--- src/rtl/system_0_led_sequencer_if.sv ---
// system_0_led_sequencer_if: groups the config-slave bus, the PIO write-master
// bus and the interrupt line of the LED sequencer into one bundle.
//   slave  : view taken by the sequencer itself
//   master : view taken by the system side (CPU/interconnect, PIO, IRQ sink)
interface system_0_led_sequencer_if;
  // Config slave (CPU -> sequencer)
  logic [3:0]  address;
  logic        chipselect;
  logic        write_n;
  logic [31:0] writedata;
  logic [31:0] readdata;
  // Write master (sequencer -> PIO s1)
  logic [1:0]  m_address;
  logic        m_chipselect;
  logic        m_write_n;
  logic [31:0] m_writedata;
  // Interrupt
  logic        irq;

  modport slave (
    input  address, chipselect, write_n, writedata,
    output readdata, m_address, m_chipselect, m_write_n, m_writedata, irq
  );

  modport master (
    output address, chipselect, write_n, writedata,
    input  readdata, m_address, m_chipselect, m_write_n, m_writedata, irq
  );
endinterface

--- src/rtl/system_0_led_sequencer.sv ---
// system_0_led_sequencer: Avalon-MM register slave plus a write master that
// plays a CPU-loaded pattern table into the green-LED PIO data register, one
// pattern per step, once or looping.
// Optional feature macro: LED_SEQ_BLANK_ON_STOP_EN -- when defined, every stop
// (completion or abort) is followed by one extra PIO write of 0.
module system_0_led_sequencer #(
  parameter int DATA_WIDTH   = 9,
  parameter int DEPTH        = 8,
  parameter int PERIOD_WIDTH = 24
) (
  input  logic                   clk,
  input  logic                   reset_n,
  system_0_led_sequencer_if.slave bus
);

  localparam int IDX_W = 3;
  localparam logic [3:0] ADDR_CTRL   = 4'd0;
  localparam logic [3:0] ADDR_PERIOD = 4'd1;
  localparam logic [3:0] ADDR_LENGTH = 4'd2;
  localparam logic [3:0] ADDR_STATUS = 4'd3;
  localparam logic [3:0] ADDR_TBL    = 4'd4;
  localparam logic [4:0] TBL_END     = 5'(4 + DEPTH);
  localparam logic [3:0] DEPTH_L     = 4'(DEPTH);
  localparam logic [PERIOD_WIDTH-1:0] MIN_PERIOD = PERIOD_WIDTH'(2);

  typedef enum logic [1:0] {S_IDLE, S_WRITE, S_WAIT, S_BLANK} state_e;

  state_e                  state_q, state_d;
  logic                    run_q, run_d;
  logic                    loop_q, loop_d;
  logic                    irq_en_q, irq_en_d;
  logic                    done_q, done_d;
  logic [PERIOD_WIDTH-1:0] period_q, period_d;
  logic [PERIOD_WIDTH-1:0] cnt_q, cnt_d;
  logic [3:0]              length_q, length_d;
  logic [IDX_W-1:0]        index_q, index_d;
  logic                    m_cs_q, m_cs_d;
  logic                    m_wn_q, m_wn_d;
  logic [31:0]             m_wd_q, m_wd_d;
  logic [DATA_WIDTH-1:0]   table_q [DEPTH];

  logic                    cpu_wr, ctrl_wr, start_req, stop_req, tbl_hit;
  logic [IDX_W-1:0]        tbl_off;
  logic [3:0]              eff_len;
  logic                    last_step;
  logic [PERIOD_WIDTH-1:0] reload;
  logic                    fetch, stop_seq;
  logic [IDX_W-1:0]        fetch_idx;
  logic                    unused_wdata;

  assign cpu_wr    = bus.chipselect & ~bus.write_n;
  assign ctrl_wr   = cpu_wr && (bus.address == ADDR_CTRL);
  assign start_req = ctrl_wr &  bus.writedata[0];
  assign stop_req  = ctrl_wr & ~bus.writedata[0];
  assign tbl_off   = IDX_W'(bus.address - ADDR_TBL);
  assign tbl_hit   = ({1'b0, bus.address} >= 5'(ADDR_TBL)) && ({1'b0, bus.address} < TBL_END);

  // LENGTH 0 behaves as 1 and anything above DEPTH behaves as DEPTH. Using >=
  // lets a LENGTH shrunk below the current index end the pass at the next step.
  assign eff_len   = (length_q == 4'd0) ? 4'd1 : ((length_q > DEPTH_L) ? DEPTH_L : length_q);
  assign last_step = ({1'b0, index_q} >= (eff_len - 4'd1));

  // Strobe-to-strobe spacing is PERIOD clocks: one WRITE cycle plus PERIOD-1
  // WAIT cycles, the last of which sees the counter at zero.
  assign reload = (period_q < MIN_PERIOD) ? '0 : (period_q - MIN_PERIOD);

  assign unused_wdata = ^bus.writedata[31:PERIOD_WIDTH];

  // Combinational register readback, zero-extended, no wait states.
  always_comb begin
    bus.readdata = '0;
    case (bus.address)
      ADDR_CTRL:   bus.readdata[2:0] = {irq_en_q, loop_q, run_q};
      ADDR_PERIOD: bus.readdata[PERIOD_WIDTH-1:0] = period_q;
      ADDR_LENGTH: bus.readdata[3:0] = length_q;
      ADDR_STATUS: begin
        bus.readdata[0]   = (state_q != S_IDLE);
        bus.readdata[6:4] = index_q;
        bus.readdata[8]   = done_q;
      end
      default: if (tbl_hit) bus.readdata[DATA_WIDTH-1:0] = table_q[tbl_off];
    endcase
  end

  // Next-state logic for config registers, sequencer FSM and master outputs.
  always_comb begin
    // NOTE: every _d starts from a default so no path can leave it unassigned and infer a latch.
    state_d   = state_q;
    run_d     = run_q;
    loop_d    = loop_q;
    irq_en_d  = irq_en_q;
    done_d    = done_q;
    period_d  = period_q;
    length_d  = length_q;
    index_d   = index_q;
    cnt_d     = cnt_q;
    m_cs_d    = 1'b0;
    m_wn_d    = 1'b1;
    m_wd_d    = m_wd_q;
    fetch     = 1'b0;
    fetch_idx = '0;
    stop_seq  = 1'b0;

    // Config writes; run is handled by the FSM so a run=1 while busy is ignored.
    if (cpu_wr) begin
      case (bus.address)
        ADDR_CTRL: begin
          loop_d   = bus.writedata[1];
          irq_en_d = bus.writedata[2];
          done_d   = 1'b0;
        end
        ADDR_PERIOD: period_d = bus.writedata[PERIOD_WIDTH-1:0];
        ADDR_LENGTH: length_d = bus.writedata[3:0];
        default: ;
      endcase
    end

    case (state_q)
      S_IDLE: begin
        if (start_req) begin
          fetch = 1'b1;
          run_d = 1'b1;
        end
      end
      S_WRITE: begin
        if (stop_req) begin
          stop_seq = 1'b1;
        end else begin
          state_d = S_WAIT;
          cnt_d   = reload;
        end
      end
      S_WAIT: begin
        // An abort in the same cycle as a step boundary takes priority.
        if (stop_req) begin
          stop_seq = 1'b1;
        end else if (cnt_q != '0) begin
          cnt_d = cnt_q - PERIOD_WIDTH'(1);
        end else if (!last_step) begin
          fetch     = 1'b1;
          fetch_idx = index_q + IDX_W'(1);
        end else if (loop_q) begin
          fetch = 1'b1;
        end else begin
          stop_seq = 1'b1;
          done_d   = 1'b1;
        end
      end
`ifdef LED_SEQ_BLANK_ON_STOP_EN
      S_BLANK: begin
        // A run=1 arriving during the blanking write starts the next pass right after it.
        if (start_req) begin
          fetch  = 1'b1;
          run_d  = 1'b1;
          done_d = 1'b0;
        end else begin
          state_d = S_IDLE;
        end
      end
`endif
      default: state_d = S_IDLE;
    endcase

    if (stop_seq) begin
      run_d = 1'b0;
`ifdef LED_SEQ_BLANK_ON_STOP_EN
      state_d = S_BLANK;
      m_cs_d  = 1'b1;
      m_wn_d  = 1'b0;
      m_wd_d  = '0;
`else
      state_d = S_IDLE;
`endif
    end

    // The pattern is fetched at strobe launch, so table edits land on the next fetch.
    if (fetch) begin
      state_d = S_WRITE;
      index_d = fetch_idx;
      m_cs_d  = 1'b1;
      m_wn_d  = 1'b0;
      m_wd_d  = 32'(table_q[fetch_idx]);
    end
  end

  // Control, status, counter and registered master outputs.
  always_ff @(posedge clk or negedge reset_n) begin
    if (!reset_n) begin
      state_q  <= S_IDLE;
      run_q    <= 1'b0;
      loop_q   <= 1'b0;
      irq_en_q <= 1'b0;
      done_q   <= 1'b0;
      period_q <= '0;
      length_q <= '0;
      index_q  <= '0;
      cnt_q    <= '0;
      m_cs_q   <= 1'b0;
      m_wn_q   <= 1'b1;
      m_wd_q   <= '0;
    end else begin
      // NOTE: non-blocking assignments so every flop samples pre-edge values.
      state_q  <= state_d;
      run_q    <= run_d;
      loop_q   <= loop_d;
      irq_en_q <= irq_en_d;
      done_q   <= done_d;
      period_q <= period_d;
      length_q <= length_d;
      index_q  <= index_d;
      cnt_q    <= cnt_d;
      m_cs_q   <= m_cs_d;
      m_wn_q   <= m_wn_d;
      m_wd_q   <= m_wd_d;
    end
  end

  // Pattern table: CPU-written, read by the fetch path and the readback mux.
  always_ff @(posedge clk or negedge reset_n) begin
    if (!reset_n) begin
      // NOTE: the table is a few flops with a defined power-up value, so it resets like any register instead of being left as uninitialised RAM.
      for (int i = 0; i < DEPTH; i++) table_q[i] <= '0;
    end else if (cpu_wr && tbl_hit) begin
      table_q[tbl_off] <= bus.writedata[DATA_WIDTH-1:0];
    end
  end

  assign bus.m_address    = 2'b00;
  assign bus.m_chipselect = m_cs_q;
  assign bus.m_write_n    = m_wn_q;
  assign bus.m_writedata  = m_wd_q;
  assign bus.irq          = done_q & irq_en_q;

endmodule
--- src/flat_wrapper.sv ---
// flat-port wrapper written by rule: the top's interface ports become plain ports
module system_0_led_sequencer_flat 
#(
  parameter int DATA_WIDTH   = 9,
  parameter int DEPTH        = 8,
  parameter int PERIOD_WIDTH = 24
)
  (clk, reset_n, bus_address, bus_chipselect, bus_write_n, bus_writedata, bus_readdata, bus_m_address, bus_m_chipselect, bus_m_write_n, bus_m_writedata, bus_irq);
  system_0_led_sequencer_if bus_i ();
  input  logic clk;
  input  logic reset_n;
  input wire logic [$bits(bus_i.address)-1:0] bus_address;
  input wire logic [$bits(bus_i.chipselect)-1:0] bus_chipselect;
  input wire logic [$bits(bus_i.write_n)-1:0] bus_write_n;
  input wire logic [$bits(bus_i.writedata)-1:0] bus_writedata;
  output wire logic [$bits(bus_i.readdata)-1:0] bus_readdata;
  output wire logic [$bits(bus_i.m_address)-1:0] bus_m_address;
  output wire logic [$bits(bus_i.m_chipselect)-1:0] bus_m_chipselect;
  output wire logic [$bits(bus_i.m_write_n)-1:0] bus_m_write_n;
  output wire logic [$bits(bus_i.m_writedata)-1:0] bus_m_writedata;
  output wire logic [$bits(bus_i.irq)-1:0] bus_irq;
  assign bus_i.address = bus_address;
  assign bus_i.chipselect = bus_chipselect;
  assign bus_i.write_n = bus_write_n;
  assign bus_i.writedata = bus_writedata;
  assign bus_readdata = bus_i.readdata;
  assign bus_m_address = bus_i.m_address;
  assign bus_m_chipselect = bus_i.m_chipselect;
  assign bus_m_write_n = bus_i.m_write_n;
  assign bus_m_writedata = bus_i.m_writedata;
  assign bus_irq = bus_i.irq;
  system_0_led_sequencer #(.DATA_WIDTH(DATA_WIDTH), .DEPTH(DEPTH), .PERIOD_WIDTH(PERIOD_WIDTH)) u_core (.clk(clk), .reset_n(reset_n), .bus(bus_i));
endmodule
--- config.mk ---
export PLATFORM = sky130hd
export DESIGN_NAME = system_0_led_sequencer_flat
export DESIGN_NICKNAME = d
export VERILOG_FILES = /design/src/rtl/system_0_led_sequencer_if.sv /design/src/rtl/system_0_led_sequencer.sv /design/src/flat_wrapper.sv
export SDC_FILE = /design/constraint.sdc
export NUM_CORES = 1
export LEC_CHECK = 0
export ABC_AREA = 1
export BUFFER_PORTS_ARGS = -buffer_cell sky130_fd_sc_hd__buf_2
export CORE_MARGIN = 2
export CORE_UTILIZATION = 45
export DETAILED_ROUTE_END_ITERATION = 8
export PLACE_DENSITY = 0.72
export SLEW_MARGIN = 25
export SYNTH_ARGS = -nofsm -noshare
export SYNTH_HDL_FRONTEND = slang
export SYNTH_SLANG_ARGS = --single-unit
--- constraint.sdc ---
create_clock -name clk -period 5.35 [get_ports clk]
set_input_delay 1.07 -clock clk [delete_from_list [all_inputs] [get_ports clk]]
set_output_delay 1.07 -clock clk [all_outputs]
set_load 0.005 [all_outputs]
======== Yosys cells after proc, flatten, opt, wreduce, memory -nomap -nowiden ========
Index checks and enable logic that the tools add are counted.
operators by class
  $add $sub $neg .......................... 5
  $mul .................................... 0
  divide/modulo/power cells ............... 0
  magnitude comparators ................... 8
  equality and inequality tests ........... 10
  shifts and indexed selects .............. 0
  multiplexer cells ....................... 56
  bitwise logic cells ..................... 8
  reduce and logical (&&, ||, !) cells .... 22
operator list
  kind                   number
  $mux 24                4
  $bwmux 72              1
  $bmux 9 s3             2
  $mux 9                 6
  $pmux 24 s2            1
  $demux 9 s3            1
  $lt 24x2->1 const B    1
  $reduce_bool 24->1     1
  $sub 24x1->24 const B  1
  $sub 24x2->24 const B  1
  $mux 1                 22
  $mux 15                1
  $mux 3                 4
  $reduce_and 2->1       5
  $pmux 3 s3             1
  $eq 4x2->1 const B     2
  $ge 4x4->1 const B     2
  $logic_not 4->1        2
  $mux 4                 2
  $not 3->4              2
  $pmux 2 s4             1
  $reduce_bool 2->1      4
  $mux 2                 3
  $pmux 1 s2             3
  other kinds (25)       36
storage, ports and cells
  register bits after elaboration ......... 144
  bits in latches ......................... 0
  bits in writable memories ............... 0
  ROM bits ................................ 0
  input bits .............................. 40
  output and inout bits ................... 69
  memories kept ........................... 0

======== Depth between registers and ports, before layout ========
Gate-level depths: netlist of the first run.
  depth in word-level cells ............... 13
  depth in mapped cells ................... 18
  mapped depth without buffers ............ 18

======== Worst setup path after synthesis of the first run ========
Ideal clock, no wire load.
  path type ............................... input to output
  start ................................... in bus_address[2]
  end ..................................... out bus_readdata[3]
  arrival ................................. 2.476 ns
  required time ........................... 4.280 ns
  slack ................................... 1.804 ns
  stages .................................. 8
  buffers on the path ..................... 2
  cells stage by stage .................... clkbuf_1 inv_2 ha_1 inv_1 nor2_1 inv_1 clkbuf_1 o221ai_1
between the ends
  longest elaborated chain between the ends .. 7
  elaborated cells between the ends (all ways) .. 15
ends and longest elaborated chain
  item                                       line                          source
  from (decl)                                flat_wrapper.sv:12            input wire logic [$bits(bus_i.address)-1:0] bus_address;
  $sub 3x3->3                                system_0_led_sequencer.sv:55  assign tbl_off = IDX_W'(bus.address - ADDR_TBL);
  $not 3->4 (implied by the code)            system_0_led_sequencer.sv:81  default: if (tbl_hit) bus.readdata[DATA_WIDTH-1:0] = table_q[tbl_off];
  $bmux 9 s3                                 system_0_led_sequencer.sv:81
  $mux 9 (implied by the code) (2 in a row)  system_0_led_sequencer.sv:81
  $mux 9                                     system_0_led_sequencer.sv:81
  $pmux 1 s3 (*)                             system_0_led_sequencer.sv:72  case (bus.address)
  to (decl)                                  flat_wrapper.sv:16            output wire logic [$bits(bus_i.readdata)-1:0] bus_readdata;
Every way passes the cells marked *; elsewhere a longest branch is shown, timed or not. The select of a mux whose other input is x is not followed.

======== Final worst setup path of the first run ========
Same ends and word-level chain as after synthesis.

==> results of run 1 <==
## worst max-delay path, cell delays in order
cell      delay, ns
buf_2          0.32
inv_2          0.20
ha_1           0.33
inv_1          0.06
nor2_1         0.68
o31ai_1        0.16
o221ai_1       0.37
buf_2          0.19
## placed cells by master (no fill, tap or decap), types with 3 or more instances in the layout
cell type / netlist / final
xor2_1: 21 / 21
o2111ai_1: 3 / 3
nand4_1: 45 / 45
o31ai_1: 4 / 4
dfrtp_1: 143 / 143
nand3_1: 85 / 85
clkbuf_1: 26 / 3
nand2_4: 4 / 4
o211ai_1: 6 / 6
nand3_2: 3 / 3
o22ai_1: 28 / 28
nor2_4: 3 / 3
inv_1: 150 / 150
conb_1: 1 / 33
nor3_1: 11 / 11
buf_2: 17 / 66
nor2_2: 11 / 12
nor2_8: 4 / 4
o21ai_1: 14 / 14
nand2_2: 3 / 3
nor2_1: 91 / 90
inv_2: 8 / 8
buf_4: 34 / 6
bufinv_16: 0 / 3
clkinv_2: 0 / 4
ha_1: 11 / 11
o221ai_1: 5 / 5
nand2_1: 298 / 298
o21ai_0: 125 / 125
clkbuf_16: 0 / 17
a21oi_1: 32 / 32
a221oi_1: 3 / 3
## power groups by stage
stage	sequential (W)	clock, W	combinational, W
2_1_floorplan	0.00162	0	0.00117
3_3_place_gp	0.00168	0	0.00146
3_5_place_dp	0.00168	0	0.00150
4_1_cts	0.00167	0.00123	0.00152
5_1_grt	0.00171	0.00128	0.00174
6_report	0.00167	0.00123	0.00153
## worst max path at each step
stage | from | end | slack (ns) | cells after the start
after CTS | bus_address[2] | bus_readdata[3] | 1.03 | 8
after global routing | bus_address[2] | bus_readdata[3] | 0.86 | 8
after detailed placement | bus_address[2] | bus_readdata[3] | 1.05 | 8
after floorplan | bus_address[2] | bus_readdata[3] | 1.80 | 8
final | bus_address[2] | bus_readdata[3] | 0.88 | 8
after global placement | bus_address[2] | bus_readdata[3] | 1.07 | 8
## stage by stage
step	setup WS (ns)	total power, W	std cells
floorplan	1.80	0.00278	1252
global placement	1.07	0.00313	1504
detailed placement	1.05	0.00318	1504
CTS	1.03	0.00441	1536
global route	0.861	0.00474	1536
finish	0.884	0.00444	1536
## logic make-up (layout without fill, tap and decap cells)
logic type	Yosys count	count (layout)	synth area share [%]
DFF	144	144	40.2
xor gates and xnor gates	23	23	2.25
AOI/OAI and AO/OA	228	228	14.2
buffers and inverters	246	265	12.7
other	1	33	0.0419
adders and majority gates	11	11	1.54
and+or+nand+nor	567	567	29.0
## synthesized netlist by cell type (11+ instances only)
| master | n |
|---|---|
| buf_2 | 17 |
| nand2_1 | 298 |
| nand3_1 | 85 |
| o22ai_1 | 28 |
| a21oi_1 | 32 |
| nand4_1 | 45 |
| clkbuf_1 | 26 |
| o21ai_1 | 14 |
| xor2_1 | 21 |
| dfrtp_1 | 143 |
| o21ai_0 | 125 |
| ha_1 | 11 |
| buf_4 | 34 |
| nor2_2 | 11 |
| nor3_1 | 11 |
| nor2_1 | 91 |
| inv_1 | 150 |
## registers in the layout (all words and copies together) (netlist names)
register,count
u_core.table_q,72
u_core.cnt_q,24
u_core.period_q,24
u_core.bus.m_writedata,9
u_core.length_q,4
u_core.index_q,3
u_core.state_q,2
u_core.bus.m_chipselect,1
u_core.bus.m_write_n,1
u_core.done_q,1
u_core.irq_en_q,1
u_core.loop_q,1
u_core.run_q,1
## cell type report
| type | instances | area, µm² |
|---|---|---|
| fill | 1895 | 9640 |
| multi-input combinational | 862 | 4350 |
| sequential | 144 | 3600 |
| inverter | 160 | 608 |
| clock buffer | 22 | 464 |
| timing repair buffer | 73 | 387 |
| tap | 265 | 332 |
| clock inverter | 10 | 135 |
## metal layers
metal	track usage, %	vias to the layer above	routed length, µm
li1	-	4022	-
met1	34.3	4000	11200
met2	36.9	425	11300
met3	5.35	68	2310
met4	9.41	0	971
met5	0	-	0
==> metrics.txt, run 1 <==
TritonCTS clock tree=done; via/cell ratio=5.54; chip width=145 µm; clock sink count=144; DRT iter0 DRCs=907; Post-CTS Setup Inserts=0; status=finished clean; peak fanout along the critical path=17; DRT antenna net count=0; n_diodes=0; Synth top area share=40.0%; CP required=4.28 ns; Pleak=4.78 nW; Area after DPL=9270 µm²; post-DR wirelength/cell=16.8 µm; share of layout cells above drive strength 1=11.8%; Post-Syn Area per Cell=7.34 µm²; root buf cell=clkbuf_16; Detailed Routing Iterations Pass 1=6; Skew-Pair Late Insertion Delay=0.43 ns; Yosys cell types=47; Internal=0.00268 W; Arr. time, crit path=3.40 ns; final net count=1309; Core ar.=19500 µm²; dominant register cell in the synthesized netlist=dfrtp_1; detailed-placement wirelength estimate=17.6 mm; # port buffers=67; Synth warnings=0; final core occ=50.6%; Cell Rows=51; pin count of the biggest net entering global routing=62; crit end category=output pin; RR Startpoint=u_core.state_q[0]; Hold WS=0.482 ns; hold endpoint=u_core.table_q[53]; CTS clk-pin slew, worst paths=0.06 ns; Seq pwr share=37.7%; Die Ht=145 µm; RSZ-0062 raised after global routing=false; Seq cells post-synth=144; critical path type=primary input to output pin; total track usage=24.4%; grt ovf=0; Post-synth EDFFs=0; worst slew pin tran=0.901 ns; minimum clock period=4.47 ns; # setup viols final=0; Sw Share=39.6%; Final Hold Vio Count=0; Max clock buf depth=2; Rel. slew slack=39.7%; global-route wire length before repair=40.8 mm; Max Fclk=224 MHz; final instance area=9880 µm²; Post-CTS Resized=0; H-tree depth=4; GPL Wtd Cong=0.896; Synth area leader=dfrtp_1; Area contributors post-synth=dfrtp_1 40%, nand2_1 12%, o21ai_0 7.0%; Worst VDD drop=0.273 mV; vias post-DR=8515; initial antenna violation count=0; critical path launch point type=primary input; PwrDens=449 nW/µm²; die area=21000 µm²; Initial Util=45.9%; post-synthesis sequential area ratio=40.2%; hold path depth=2; drt total wl=25.8 mm; max-cap viol count=0; Tcrit/Tclk final=83.5%; worst reg2reg setup slack=1.61 ns; TritonCTS buffer count=17; Comb pwr share=34.6%; Max Transition Viols Final=0; Post-Synthesis Cells=1220; number of I/O pins=109; hold_buf cts=0; r2r endpoint=u_core.bus.m_writedata[5]; min-delay src=u_core.table_q[53]; Netlist Area Pre-Place=8960 µm²; synthesis-to-finish area growth=10.4%; worst clock skew=0.00902 ns; Net Switching=0.00176 W; number of global-route vias before repair=7698; power share of the clock group=27.7%; share of synthesized registers carrying an async set or reset=100%; Fin Setup TNS=0 ns; # DRC=0; R2R cell count=11; Worst Hold Class=register to register
(Power assumes the default switching activity.)
==> run 2: changes to the inputs <==
--- a/config.mk
+++ b/config.mk
@@ -10,7 +10,7 @@
 export CORE_MARGIN = 2
 export CORE_UTILIZATION = 45
 export DETAILED_ROUTE_END_ITERATION = 8
-export PLACE_DENSITY = 0.72
+export PLACE_DENSITY = 0.75
 export SLEW_MARGIN = 25
 export SYNTH_ARGS = -nofsm -noshare
 export SYNTH_HDL_FRONTEND = slang
==> constraint.sdc (replaced) <==
create_clock -name clk -period 3.8 [get_ports clk]
set_input_delay 0.76 -clock clk [delete_from_list [all_inputs] [get_ports clk]]
set_output_delay 0.76 -clock clk [all_outputs]
set_load 0.005 [all_outputs]
==> metrics.txt, run 2 (same netlist as run 1, synthesis figures left out) <==
Cell Rows=51; Worst Hold Class=primary input to asynchronous set/reset pin; Critical Path Start=bus_address[1]; grt ovf=0; Arr. time, crit path=2.55 ns; TritonCTS buffer count=17; status=finished clean; vias post-DR=8559; FILL cells=1857; synthesis-to-finish area growth=11.8%; Seq pwr share=37.5%; Fin Setup TNS=0 ns; H-tree depth=4; post-DR wirelength/cell=16.5 µm; RSZ-0062 raised after global routing=false; most frequent cells in the layout=298 x nand2_1, 150 x inv_1, 143 x dfrtp_1; Post-CTS Resized=0; via/cell ratio=5.52; R2R cell count=11; RR Startpoint=u_core.state_q[0]; GPL Wtd Cong=0.927; global-route wire length before repair=41.9 mm; max-cap viol count=0; non-filler instance count after layout=1551; Core ar.=19500 µm²; Placed Cells incl. Taps=1519; Internal=0.00378 W; Critical Path Stages=9; detailed-placement wirelength estimate=17.6 mm; clock sink count=144; share of layout cells above drive strength 1=13.0%; critical path type=primary input to output pin; die area=21000 µm²; DRT antenna net count=0; Max Transition Viols Final=0; number of I/O pins=109; # port buffers=67; Die Ht=145 µm; Sw Share=40.0%; number of global-route vias before repair=7969; minimum clock period=3.31 ns; Detailed Routing Iterations Pass 1=5; n_diodes=0; Biggest register=u_core.table_q; crit end category=output pin; Rel. slew slack=44.2%; root buf cell=clkbuf_16; # DRC=0; Pleak=4.86 nW; power share of the clock group=28.3%; Initial Util=45.9%; # setup viols final=0; critical path launch point type=primary input; Largest regs=u_core.table_q x72, u_core.cnt_q x24, u_core.period_q x24; Largest register FFs=72; Most Frequent Cell on Critical Path=nand2_1; WP buf/inv=4; Post-CTS Setup Inserts=0; TritonCTS clock tree=done; Final Power=0.00631 W; DRT iter0 DRCs=904; Comb pwr share=34.2%; Slowest cell on crit path=nand2_1; chip width=145 µm; most common cell after layout, fill and taps aside=nand2_1; peak fanout along the critical path=9; drt total wl=25.5 mm; CP required=3.04 ns; hold_buf cts=0; initial antenna violation count=0; Skew-Pair Late Insertion Delay=0.43 ns; final net count=1324; CP top delay family=buffers and inverters; pin count of the biggest net entering global routing=73; Final Hold Vio Count=0; Tcrit/Tclk final=87.2%; Hold WS=0.337 ns; Worst VDD drop=0.363 mV; worst slew pin tran=0.835 ns; total track usage=24.8%; Max clock buf depth=2; Max stage delay on crit path=0.38 ns; Net Switching=0.00252 W; worst clock skew=0.00994 ns; Max Fclk=302 MHz; PwrDens=630 nW/µm²; CTS clk-pin slew, worst paths=0.07 ns; crit path cell chain=buf_2 > inv_6 > nand2_1 > inv_1 > nand2_1 > o2111ai_1 > o211ai_1 > nand2_1 > buf_2
==> run 2: power by group through the flow <==
stage	logic (W)	registers, W	clock network [W]
finish	0.00216	0.00237	0.00179
global route	0.00247	0.00242	0.00187
CTS	0.00214	0.00235	0.00179
detailed placement	0.00212	0.00237	0
global placement	0.00206	0.00237	0
floorplan	0.00164	0.00228	0
==> run 2: worst register-to-register path: stages, from the launching register on <==
cell and delay [ns]:
dfrtp_1 0.40, inv_1 0.09, ha_1 0.54, inv_2 0.07, nor2_1 0.12, nand3_2 0.14
nor2_8 0.40, nand3_4 0.51, nand2_1 0.24, nand3_1 0.09, nand3_1 0.19, nand3_1 0.10
==> run 2: layout make-up <==
| type | instances | area [µm²] | area share, % |
|---|---|---|---|
| timing repair buffer | 88 | 512 | 5.11 |
| tap | 265 | 332 | 3.31 |
| sequential | 144 | 3600 | 36.0 |
| clock buffer | 19 | 443 | 4.42 |
| multi-input combinational | 862 | 4340 | 43.3 |
| clock inverter | 13 | 174 | 1.74 |
| inverter | 160 | 608 | 6.07 |
==> run 2: metrics by stage <==
step                      setup slack (ns)  util, %  cell area (µm²)
after global routing                 0.381     51.3            10000
after global placement               0.571     48.1             9400
after floorplan                      0.874        -             9080
final                                0.486     51.3            10000
after detailed placement             0.540     48.1             9400
after CTS                            0.536     51.3            10000
==> run 2: final timing paths <==
path / to / slack [ns]
max in group asynchronous: u_core.table_q[26] / 2.68
hold / removal: u_core.period_q[20] / 0.34
hold reg to reg: u_core.table_q[51] / 0.49
setup / recovery: bus_readdata[0] / 0.49
min in group clk: u_core.table_q[51] / 0.49
setup reg to reg: u_core.bus.m_writedata[5] / 0.78
==> run 2: per-layer routing <==
layer / wire, µm / GRT usage, %
met4: 907 / 10.5
met3: 2350 / 5.44
met2: 11400 / 36.8
met5: 0 / 0
met1: 10900 / 34.9
